File: config.mk
export PLATFORM = sky130hd
export DESIGN_NAME = alu_uart_interface_flat
export DESIGN_NICKNAME = d
export VERILOG_FILES = /design/src/rtl/alu_uart_interface_pkg.sv /design/src/rtl/alu_uart_interface_if.sv /design/src/rtl/alu_uart_interface.sv /design/src/flat_wrapper.sv
export SDC_FILE = /design/constraint.sdc
export NUM_CORES = 1
export LEC_CHECK = 0
export BUFFER_PORTS_ARGS = -buffer_cell sky130_fd_sc_hd__buf_4
export CAP_MARGIN = 20
export CORE_MARGIN = 5
export CORE_UTILIZATION = 43
export DETAILED_ROUTE_END_ITERATION = 10
export PLACE_DENSITY_LB_ADDON = 0.05
export SYNTH_ARGS = -nofsm -noshare
export SYNTH_HDL_FRONTEND = slang
export SYNTH_SLANG_ARGS = --single-unit
File: constraint.sdc
create_clock -name i_clk -period 1.3 [get_ports i_clk]
set_input_delay 0.065 -clock i_clk [delete_from_list [all_inputs] [get_ports i_clk]]
set_output_delay 0.065 -clock i_clk [all_outputs]
set_load 0.005 [all_outputs]
File: src/rtl/alu_uart_interface_pkg.sv
// Shared definitions for the ALU/UART sequencer: FSM state encoding,
// default widths and the ALU opcode map used by the design and benches.
package alu_if_pkg;

  localparam int unsigned NB_DATA_DEF = 8;
  localparam int unsigned NB_OP_DEF   = 6;

  typedef enum logic [2:0] {
    WAIT_A  = 3'd0,
    WAIT_B  = 3'd1,
    WAIT_OP = 3'd2,
    SEND    = 3'd3,
    WAIT_TX = 3'd4
  } state_e;

  localparam logic [NB_OP_DEF-1:0] OP_ADD = 6'h20;
  localparam logic [NB_OP_DEF-1:0] OP_SUB = 6'h22;
  localparam logic [NB_OP_DEF-1:0] OP_AND = 6'h24;
  localparam logic [NB_OP_DEF-1:0] OP_OR  = 6'h25;
  localparam logic [NB_OP_DEF-1:0] OP_XOR = 6'h26;
  localparam logic [NB_OP_DEF-1:0] OP_NOR = 6'h27;
  localparam logic [NB_OP_DEF-1:0] OP_SRA = 6'h03;
  localparam logic [NB_OP_DEF-1:0] OP_SRL = 6'h02;

endpackage

File: src/rtl/alu_uart_interface_if.sv
// Bundle of UART RX/TX, ALU operand/result and status signals seen by the
// sequencer. slave = the sequencer itself, master = its surroundings.
interface alu_uart_interface_if
  import alu_if_pkg::*;
#(
  parameter int unsigned NB_DATA = NB_DATA_DEF,
  parameter int unsigned NB_OP   = NB_OP_DEF
);
  logic [NB_DATA-1:0] i_rx_data;
  logic               i_rx_done;
  logic [NB_DATA-1:0] o_data_a;
  logic [NB_DATA-1:0] o_data_b;
  logic [NB_OP-1:0]   o_operation;
  logic [NB_DATA-1:0] i_alu_result;
  logic [NB_DATA-1:0] o_tx_data;
  logic               o_tx_start;
  logic               i_tx_done;
  logic               o_busy;
  logic               o_overrun;

  modport slave (
    input  i_rx_data, i_rx_done, i_alu_result, i_tx_done,
    output o_data_a, o_data_b, o_operation, o_tx_data, o_tx_start,
           o_busy, o_overrun
  );

  modport master (
    output i_rx_data, i_rx_done, i_alu_result, i_tx_done,
    input  o_data_a, o_data_b, o_operation, o_tx_data, o_tx_start,
           o_busy, o_overrun
  );
endinterface

File: src/rtl/alu_uart_interface.sv
// Collects operand A, operand B and opcode as three UART bytes, drives them
// to the ALU, then hands the ALU result to the UART transmitter.
// Optional macro ALU_IF_OVERRUN_EN builds the sticky dropped-byte flag.
module alu_uart_interface
  import alu_if_pkg::*;
#(
  parameter int unsigned NB_DATA = NB_DATA_DEF,
  parameter int unsigned NB_OP   = NB_OP_DEF
)(
  input logic                 i_clk,
  input logic                 i_rst_n,
  alu_uart_interface_if.slave bus
);

  state_e             state_q, state_d;
  logic [NB_DATA-1:0] data_a_q, data_a_d;
  logic [NB_DATA-1:0] data_b_q, data_b_d;
  logic [NB_OP-1:0]   op_q, op_d;
  logic [NB_DATA-1:0] tx_data_q, tx_data_d;
  logic               tx_start_q, tx_start_d;
  logic               busy_q, busy_d;

  // Next-state and next-register computation for the byte sequencer
  always_comb begin
    state_d    = state_q;
    data_a_d   = data_a_q;
    data_b_d   = data_b_q;
    op_d       = op_q;
    tx_data_d  = tx_data_q;
    tx_start_d = 1'b0;
    case (state_q)
      WAIT_A: if (bus.i_rx_done) begin
        data_a_d = bus.i_rx_data;
        state_d  = WAIT_B;
      end
      WAIT_B: if (bus.i_rx_done) begin
        data_b_d = bus.i_rx_data;
        state_d  = WAIT_OP;
      end
      WAIT_OP: if (bus.i_rx_done) begin
        op_d    = bus.i_rx_data[NB_OP-1:0];
        state_d = SEND;
      end
      SEND: begin
        tx_data_d  = bus.i_alu_result;
        tx_start_d = 1'b1;
        state_d    = WAIT_TX;
      end
      WAIT_TX: begin
        // The first WAIT_TX cycle is the one carrying the start pulse; a done
        // strobe there cannot belong to this byte and is ignored.
        if (bus.i_tx_done && !tx_start_q) state_d = WAIT_A;
      end
      default: state_d = WAIT_A;
    endcase
    busy_d = (state_d == SEND) || (state_d == WAIT_TX);
  end

  // State and datapath registers
  always_ff @(posedge i_clk or negedge i_rst_n) begin
    if (!i_rst_n) begin
      state_q    <= WAIT_A;
      data_a_q   <= '0;
      data_b_q   <= '0;
      op_q       <= '0;
      tx_data_q  <= '0;
      tx_start_q <= 1'b0;
      busy_q     <= 1'b0;
    end else begin
      state_q    <= state_d;
      data_a_q   <= data_a_d;
      data_b_q   <= data_b_d;
      op_q       <= op_d;
      tx_data_q  <= tx_data_d;
      tx_start_q <= tx_start_d;
      busy_q     <= busy_d;
    end
  end

  assign bus.o_data_a    = data_a_q;
  assign bus.o_data_b    = data_b_q;
  assign bus.o_operation = op_q;
  assign bus.o_tx_data   = tx_data_q;
  assign bus.o_tx_start  = tx_start_q;
  assign bus.o_busy      = busy_q;

`ifdef ALU_IF_OVERRUN_EN
  logic rx_drop;
  logic overrun_q, overrun_d;

  // A strobe arriving while busy is dropped and latched as overrun
  always_comb begin
    rx_drop   = bus.i_rx_done && ((state_q == SEND) || (state_q == WAIT_TX));
    overrun_d = overrun_q | rx_drop;
  end

  // Sticky overrun flag, cleared only by reset
  always_ff @(posedge i_clk or negedge i_rst_n) begin
    if (!i_rst_n) overrun_q <= 1'b0;
    else          overrun_q <= overrun_d;
  end

  assign bus.o_overrun = overrun_q;
`else
  assign bus.o_overrun = 1'b0;
`endif

endmodule

File: src/flat_wrapper.sv
// flat-port wrapper written by rule: the top's interface ports become plain ports
module alu_uart_interface_flat import alu_if_pkg::*;
#(
  parameter int unsigned NB_DATA = NB_DATA_DEF,
  parameter int unsigned NB_OP   = NB_OP_DEF
)
  (i_clk, i_rst_n, bus_i_rx_data, bus_i_rx_done, bus_i_alu_result, bus_i_tx_done, bus_o_data_a, bus_o_data_b, bus_o_operation, bus_o_tx_data, bus_o_tx_start, bus_o_busy, bus_o_overrun);
  alu_uart_interface_if #(.NB_DATA(NB_DATA), .NB_OP(NB_OP)) bus_i ();
  input logic i_clk;
  input logic i_rst_n;
  input wire logic [$bits(bus_i.i_rx_data)-1:0] bus_i_rx_data;
  input wire logic [$bits(bus_i.i_rx_done)-1:0] bus_i_rx_done;
  input wire logic [$bits(bus_i.i_alu_result)-1:0] bus_i_alu_result;
  input wire logic [$bits(bus_i.i_tx_done)-1:0] bus_i_tx_done;
  output wire logic [$bits(bus_i.o_data_a)-1:0] bus_o_data_a;
  output wire logic [$bits(bus_i.o_data_b)-1:0] bus_o_data_b;
  output wire logic [$bits(bus_i.o_operation)-1:0] bus_o_operation;
  output wire logic [$bits(bus_i.o_tx_data)-1:0] bus_o_tx_data;
  output wire logic [$bits(bus_i.o_tx_start)-1:0] bus_o_tx_start;
  output wire logic [$bits(bus_i.o_busy)-1:0] bus_o_busy;
  output wire logic [$bits(bus_i.o_overrun)-1:0] bus_o_overrun;
  assign bus_i.i_rx_data = bus_i_rx_data;
  assign bus_i.i_rx_done = bus_i_rx_done;
  assign bus_i.i_alu_result = bus_i_alu_result;
  assign bus_i.i_tx_done = bus_i_tx_done;
  assign bus_o_data_a = bus_i.o_data_a;
  assign bus_o_data_b = bus_i.o_data_b;
  assign bus_o_operation = bus_i.o_operation;
  assign bus_o_tx_data = bus_i.o_tx_data;
  assign bus_o_tx_start = bus_i.o_tx_start;
  assign bus_o_busy = bus_i.o_busy;
  assign bus_o_overrun = bus_i.o_overrun;
  alu_uart_interface #(.NB_DATA(NB_DATA), .NB_OP(NB_OP)) u_core (.i_clk(i_clk), .i_rst_n(i_rst_n), .bus(bus_i));
endmodule
---- Yosys cells after proc, flatten, opt, wreduce, memory -nomap -nowiden ----
Cells that the tools add are included.
storage, ports and cells
  bits in registers ....................... 35
  output and inout port bits .............. 33
  logic and storage cells ................. 26
  input port bits ......................... 20
operators by class
  muxes and demuxes ....................... 6
  reductions and logical operators ........ 7
  equal/unequal tests ..................... 6
operators with widths
  operator            count
  $pmux 3 s5          1
  $mux 3              4
  $eq 3x2->1 const B  3
  $eq 3x3->1 const B  2
  $reduce_and 2->1    3
  $eq 3x1->1 const B  1
  $logic_not 3->1     1
  $logic_and 1x1->1   1
  $logic_not 1->1     1
  $logic_or 1x1->1    1
  $mux 1              1

---- Logic depth before layout (Yosys ltp) ----
Gate-level depths: netlist of the first run.
  depth in word-level cells ............... 6
  gate-level depth with buffers ........... 4
  gate-level depth less buffers ........... 2

---- Worst setup path before layout of the first run ----
No wires, ideal clock.
  path type ............................... register to register
  start ................................... reg u_core.state_q[1]
  end ..................................... reg u_core.data_a_q[0] (netlist: u_core.bus.o_data_a[0])
  data required time ...................... 1.175 ns
  arrival ................................. 1.302 ns
  path slack .............................. -0.127 ns
  buffers on the path ..................... 1
  library setup time ...................... 0.125 ns
  stages on the path, launching flop included .. 4
  period minus slack after synthesis ...... 1.427 ns
  cell sequence ........................... dfrtp_1 -> buf_6 -> nor4b_4 -> mux2_2
on the way
  cells in the longest elaborated chain, start to end .. 2
ends and longest elaborated chain
  what                        line                      source
  start, declared             alu_uart_interface.sv:15  state_e state_q, state_d;
  start signal, assigned      alu_uart_interface.sv:70  state_q <= state_d;
  $logic_not 3->1             alu_uart_interface.sv:31  case (state_q)
  $reduce_and 2->1 (no line)  n/a
  end signal, assigned        alu_uart_interface.sv:71  data_a_q <= data_a_d;
  end, declared               alu_uart_interface.sv:16  logic [NB_DATA-1:0] data_a_q, data_a_d;
No other way between the ends.
A chain may end at the register's enable or synchronous reset.

---- Final worst setup path of the first run ----
  start ................................... reg u_core.state_q[0]
  end ..................................... reg u_core.data_a_q[7] (netlist: u_core.bus.o_data_a[7])
Same word-level chain as after synthesis.

==> results of run 1 <==
==> worst max-delay path by stage <==
stage / from / endpoint / cells after the start
3_3_place_gp: u_core.state_q[2] / u_core.bus.o_data_b[5] / 3
2_1_floorplan: u_core.state_q[1] / u_core.bus.o_data_a[0] / 3
5_1_grt: u_core.state_q[1] / u_core.bus.o_data_b[3] / 3
6_report: u_core.state_q[0] / u_core.bus.o_data_a[7] / 3
4_1_cts: u_core.state_q[0] / u_core.bus.o_operation[3] / 3
3_5_place_dp: u_core.state_q[2] / u_core.bus.o_data_a[0] / 3
==> worst reg2reg max path: cells and delay by family, from the launching register on <==
| kind | cells | cell delay (ps) |
|---|---|---|
| flops | 1 | 470 |
| simple gates | 1 | 320 |
| buf+inv | 1 | 190 |
| mux | 1 | 300 |
==> repair_timing <==
action / 4_1_cts / 5_1_grt
pin swaps: 2 / 2
gates resized for setup: 17 / 6
setup endpoints to repair: 30 / 31
hold buffers: 17 / 0
endpoints found under the hold margin: 65 / 0
buffers inserted: 2 / 0
==> stage by stage <==
step	instance area (um2)	total power [mW]	TNS (ps)
after floorplan	1459	3.021	-1555
after global placement	1917	4.062	-1293
after detailed placement	1917	4.128	-1948
after CTS	2227	5.038	-1642
after global routing	2255	5.354	-2799
final	2255	5.027	-1705
==> state kept, by name (all words and copies together), names as in the netlist <==
name / cells
u_core.bus.o_data_a: 8
u_core.state_q: 3
u_core.bus.o_tx_data: 8
u_core.bus.o_data_b: 8
u_core.bus.o_tx_start: 1
u_core.bus.o_busy: 1
u_core.bus.o_operation: 6
==> cell families after synthesis <==
kind of cell           Yosys count
AND/OR/NAND/NOR                 12
flip-flops                      35
buffers and inverters            7
other                            1
multiplexers                    30
AO/OA/AOI/OAI                    4
==> area by class of cell <==
| cell class | count | area [um2] |
|---|---|---|
| Tap cell | 44 | 55.05 |
| Multi-Input combinational cell | 47 | 581.8 |
| Inverter | 1 | 3.754 |
| Sequential cell | 35 | 879.6 |
| Clock buffer | 8 | 68.82 |
| Timing Repair Buffer | 79 | 665.6 |
| Fill cell | 224 | 823.3 |
==> metal layers <==
layer	vias to the layer above	part of all wire	track usage
li1	473	-	-
met1	498	0.38	0.1583
met2	36	0.54	0.2797
met3	5	0.070	0.05228
met4	0	0.014	0.08354
met5	-	0	0
==> cells in the mapped netlist <==
| cell type | number |
|---|---|
| dfrtp_1 | 35 |
| mux2_2 | 30 |
| buf_2 | 4 |
| or2b_1 | 3 |
| a21oi_1 | 2 |
| nand3b_1 | 2 |
| and4bb_2 | 1 |
| buf_4 | 1 |
| buf_6 | 1 |
| conb_1 | 1 |
| inv_1 | 1 |
| nand2b_1 | 1 |
| nor2_1 | 1 |
| nor2b_1 | 1 |
| nor4b_4 | 1 |
| nor4bb_1 | 1 |
| o31ai_1 | 1 |
| o32ai_1 | 1 |
| or3b_2 | 1 |
==> power by group <==
part	switching, mW	internal (mW)	leakage (nW)
Combinational	0.711	1.67	0.631
Clock	0.331	0.318	0.0386
Sequential	0.361	1.64	0.415
==> results.cfg, run 1 <==
[finish]
finalNetCount = 189
diodes = 0
drive_above_1_share = 0.6294
mostFrequentLayoutCell = buf_4
final_cell_mix = buf_4 (54), dfrtp_1 (32), mux2_4 (22)
area_growth_pct = 61.61
post-route-util = 0.7325
finalNonFillerCells = 214

[pwr]
cellLeakagePower_nw = 1.085
power.density_mw_per_mm2 = 2229
vdd_drop_max_v = 0.001145

[yosys]
synthCells = 89
synth.distinct_cells = 19
muxShareOfSynthArea = 0.2422
yosys_warnings = 0
yosysTopAreaCellShare = 0.6278
syn_avg_cell_area_um2 = 15.68
ys_seq_area_frac = 0.6278
synthSimpleGateAreaFrac = 0.07803
synth_xor_area_frac = 0
synth_area_leaders = dfrtp_1 (63%), mux2_2 (24%), nor4b_4 (1.7%), or2b_1 (1.6%), buf_2 (1.4%)
synth_compound_area_frac = 0.01883
yosys.area.top_type = dfrtp_1
synth-adder-area-share = 0
synth_area_mm2 = 0.001395
ys_ff_latch = 35
synth_fp_nets = 109
synth_top_family_by_area = multiplexers

[setup_path]
cp_slowest_stage_delay_ps = 470
reg2reg_depth = 3
cp_max_fo = 4
worstPathArrival_ps = 1610
crit_path_start_kind = flip-flop
reg2reg_to = u_core.bus.o_data_a[7]
r2r-start = u_core.state_q[0]
crit_family = flip-flops
cp_slowest_cell = dfrtp_2
path_buf_inv = 1
cp-end-kind = flip-flop
timing.reg2reg.setup_slack_ps = -90
cp.required_ps = 1520
crit_type = flip-flop to flip-flop
crit_path_cell_trace = nor4b_4, buf_4, mux2_4

[cts]
cts_max_path_buffers = 2
cts_tree = yes
cts.sinks = 35
htreeDepth = 2
root_buffer = clkbuf_4
clkLatencyLatePin_ps = 320
clk_pin_slew_ps = 100
numCtsBuffers = 5

[drt]
firstDrtPassIters = 4
first_iter_violations = 14
vias = 1012
drcViolationCount = 0
wl_per_cell_um = 15.12
ant_nets = 0
finalWirelength_um = 3235
viasPerCell = 4.729

[timing]
timing.final.max_slew_violations = 0
hold_viol_final = 0
setup_slack_ps = -85.91
hold_ws_ps = 44.82
rsz0062_at_grt = true
finalCritPeriodShare = 1.066
fin_skew_ps = 5.498
fin_crit_ps = 1386
max_clock_freq_mhz = 721.5
setup-violations-final = 30

[placed_design]
placed_cells = 187
gp_congestion = 0.6936
dp_hpwl_um = 2195
preCtsSetupSlack_ps = -95.80
io_buffers = 51

[worst_hold_path]
min_to = u_core.state_q[1]
holdCritPathClass = input port to flip-flop
min_from = bus_i_rx_done
whs_path_depth = 3

[global_routing]
grt_pass1_vias = 1122
antenna_found_initial = 0
grt.total_usage = 0.1563
grt-ovfl-total = 0
grt_pass1_wl_um = 5016
grt_start_max_net_pins = 36

[floorplan]
die_y_um = 66.96
start_util = 0.4533
die_area_mm2 = 0.004484
dieWidth_um = 66.96
row_count = 20
io_pins = 53
coreArea_mm2 = 0.003078

[status]
status = complete, but fails checks
failed_checks = setup timing

[job]
max_cap_violations = 0
Power figures use the tool's default switching activity.
==> run 2: changes to the inputs <==
- CAP_MARGIN: 20 -> 40
- PLACE_DENSITY_LB_ADDON: 0.05 -> 0.1
==> run 2 against run 1 <==
Net effect: the run still ends with setup timing left; global-route usage is 1.3 points higher; core utilization is 0.57 points higher; die area stayed put; sequential power hardly changed; hold slack worse by 17 ps; flip-flop and latch count stayed put; combinational power is 3% higher; maximum frequency hardly changed; non-clock buffer count stayed put; via count is 0.79% higher; count of clock-buffer cells in the layout is 3 lower; total power is 3.7% higher; largest power group unchanged.
==> results.cfg, run 2 (synthesis gave the netlist of run 1 again) <==
[timing]
fin_crit_ps = 1386
setup_slack_ps = -86.30
rsz0062_at_grt = true
setup-violations-final = 30
timing.final.max_slew_violations = 0
fin_skew_ps = 6.669
finalCritPeriodShare = 1.066
hold_viol_final = 0
max_clock_freq_mhz = 721.3

[floorplan]
io_pins = 53
start_util = 0.4533
coreArea_mm2 = 0.003078
row_count = 20
die_y_um = 66.96
dieWidth_um = 66.96
die_area_mm2 = 0.004484

[cts]
cts.sinks = 35
cts_max_path_buffers = 2
cts_tree = yes
clkLatencyLatePin_ps = 340
htreeDepth = 2
root_buffer = clkbuf_4
clk_pin_slew_ps = 100
numCtsBuffers = 5

[placed_design]
placed_cell_area_mm2 = 0.001922
placed_cells = 186
io_buffers = 51
gp_congestion = 0.6913
preCtsSetupSlack_ps = -130.7

[finish]
diodes = 0
drive_above_1_share = 0.6412
mostFrequentLayoutCell = buf_4
final_cell_mix = buf_4 (56), dfrtp_1 (32), mux2_4 (22)
area_growth_pct = 62.87
finalNonFillerCells = 214
finalNetCount = 189
design_area_mm2 = 0.002272

[setup_path]
cp.required_ps = 1540
crit_path_cell_trace = nor4b_4, buf_4, mux2_4
cp-end-kind = flip-flop
cp_slowest_cell = dfrtp_2
cp_slowest_stage_delay_ps = 450
worstPathArrival_ps = 1620
cp_max_fo = 4
crit_path_start_kind = flip-flop
crit_type = flip-flop to flip-flop

[global_routing]
grt_pass1_wl_um = 5444
grt.total_usage = 0.1695
antenna_found_initial = 0
grt_pass1_vias = 1120
grt-ovfl-total = 0
grt_start_max_net_pins = 36

[drt]
vias = 1020
firstDrtPassIters = 3
finalWirelength_um = 3434
drcViolationCount = 0
viasPerCell = 4.766
ant_nets = 0
first_iter_violations = 24
wl_per_cell_um = 16.05

[worst_hold_path]
holdCritPathClass = input port to flip-flop

[pwr]
cellLeakagePower_nw = 1.093
power.density_mw_per_mm2 = 2295
vdd_drop_max_v = 0.001211

[status]
failed_checks = setup timing
status = complete, but fails checks

[job]
max_cap_violations = 0
run 2: power breakdown:
| group | internal [mW] | total (mW) | switching [mW] | leakage [nW] |
|---|---|---|---|---|
| registers | 1.64 | 1.99 | 0.351 | 0.415 |
| logic | 1.67 | 2.44 | 0.763 | 0.633 |
| clock network | 0.404 | 0.788 | 0.383 | 0.0452 |
run 2: repair_timing:
item | 4_1_cts | 5_1_grt
pin swaps | 4 | 3
gates cloned | 0 | 1
hold buffers | 17 | 0
gates resized for setup | 15 | 7
setup endpoints to repair | 31 | 32
buffers inserted | 1 | 1
hold endpoints to repair | 65 | 0
run 2: worst max-delay path, delay by kind of cell, from the launching register on:
kind | cells | cell delay, ps
buffers and inverters | 1 | 200
AND/OR/NAND/NOR | 1 | 340
multiplexers | 1 | 290
flip-flops | 1 | 450
run 2: path summary, 6_finish.rpt:
kind                                           end  cells after the start               startpoint  slack [ps]
setup / recovery            u_core.bus.o_data_a[0]                      3        u_core.state_q[0]         -90
hold / removal                   u_core.state_q[0]                      3            bus_i_rx_done          30
setup reg to reg            u_core.bus.o_data_a[0]                      3        u_core.state_q[0]         -90
hold reg to reg            u_core.bus.o_tx_data[6]                      1  u_core.bus.o_tx_data[6]         520
max in group asynchronous        u_core.state_q[1]                      2                  i_rst_n         790
min in group asynchronous        u_core.bus.o_busy                      2                  i_rst_n         190
run 2: area by class of cell:
class                           count  area, um2
Inverter                            1      3.754
Fill cell                         211      805.8
Clock buffer                        5      37.54
Tap cell                           44      55.05
Multi-Input combinational cell     47      585.6
Sequential cell                    35      879.6
Clock inverter                      3      43.79
Timing Repair Buffer               79      666.9
run 2: routing by layer:
metal	up-vias	share of wire	GRT usage
met5	-	0	0
met4	0	0.015	0.08354
met3	5	0.063	0.04722
met2	31	0.49	0.2834
met1	509	0.43	0.1983
li1	475	-	-
run 2: stage by stage:
stage | TNS [ps] | utilization | hold slack, ps | power [mW]
6_report | -1744 | 0.7382 | 27.90 | 5.214
5_1_grt | -3109 | 0.7382 | 13.48 | 5.548
4_1_cts | -1755 | 0.7252 | 22.17 | 5.165
3_5_place_dp | -1869 | 0.6244 | 37.41 | 4.141
3_3_place_gp | -1062 | 0.6244 | 35.87 | 4.084
2_1_floorplan | -1555 | - | -230.6 | 3.021
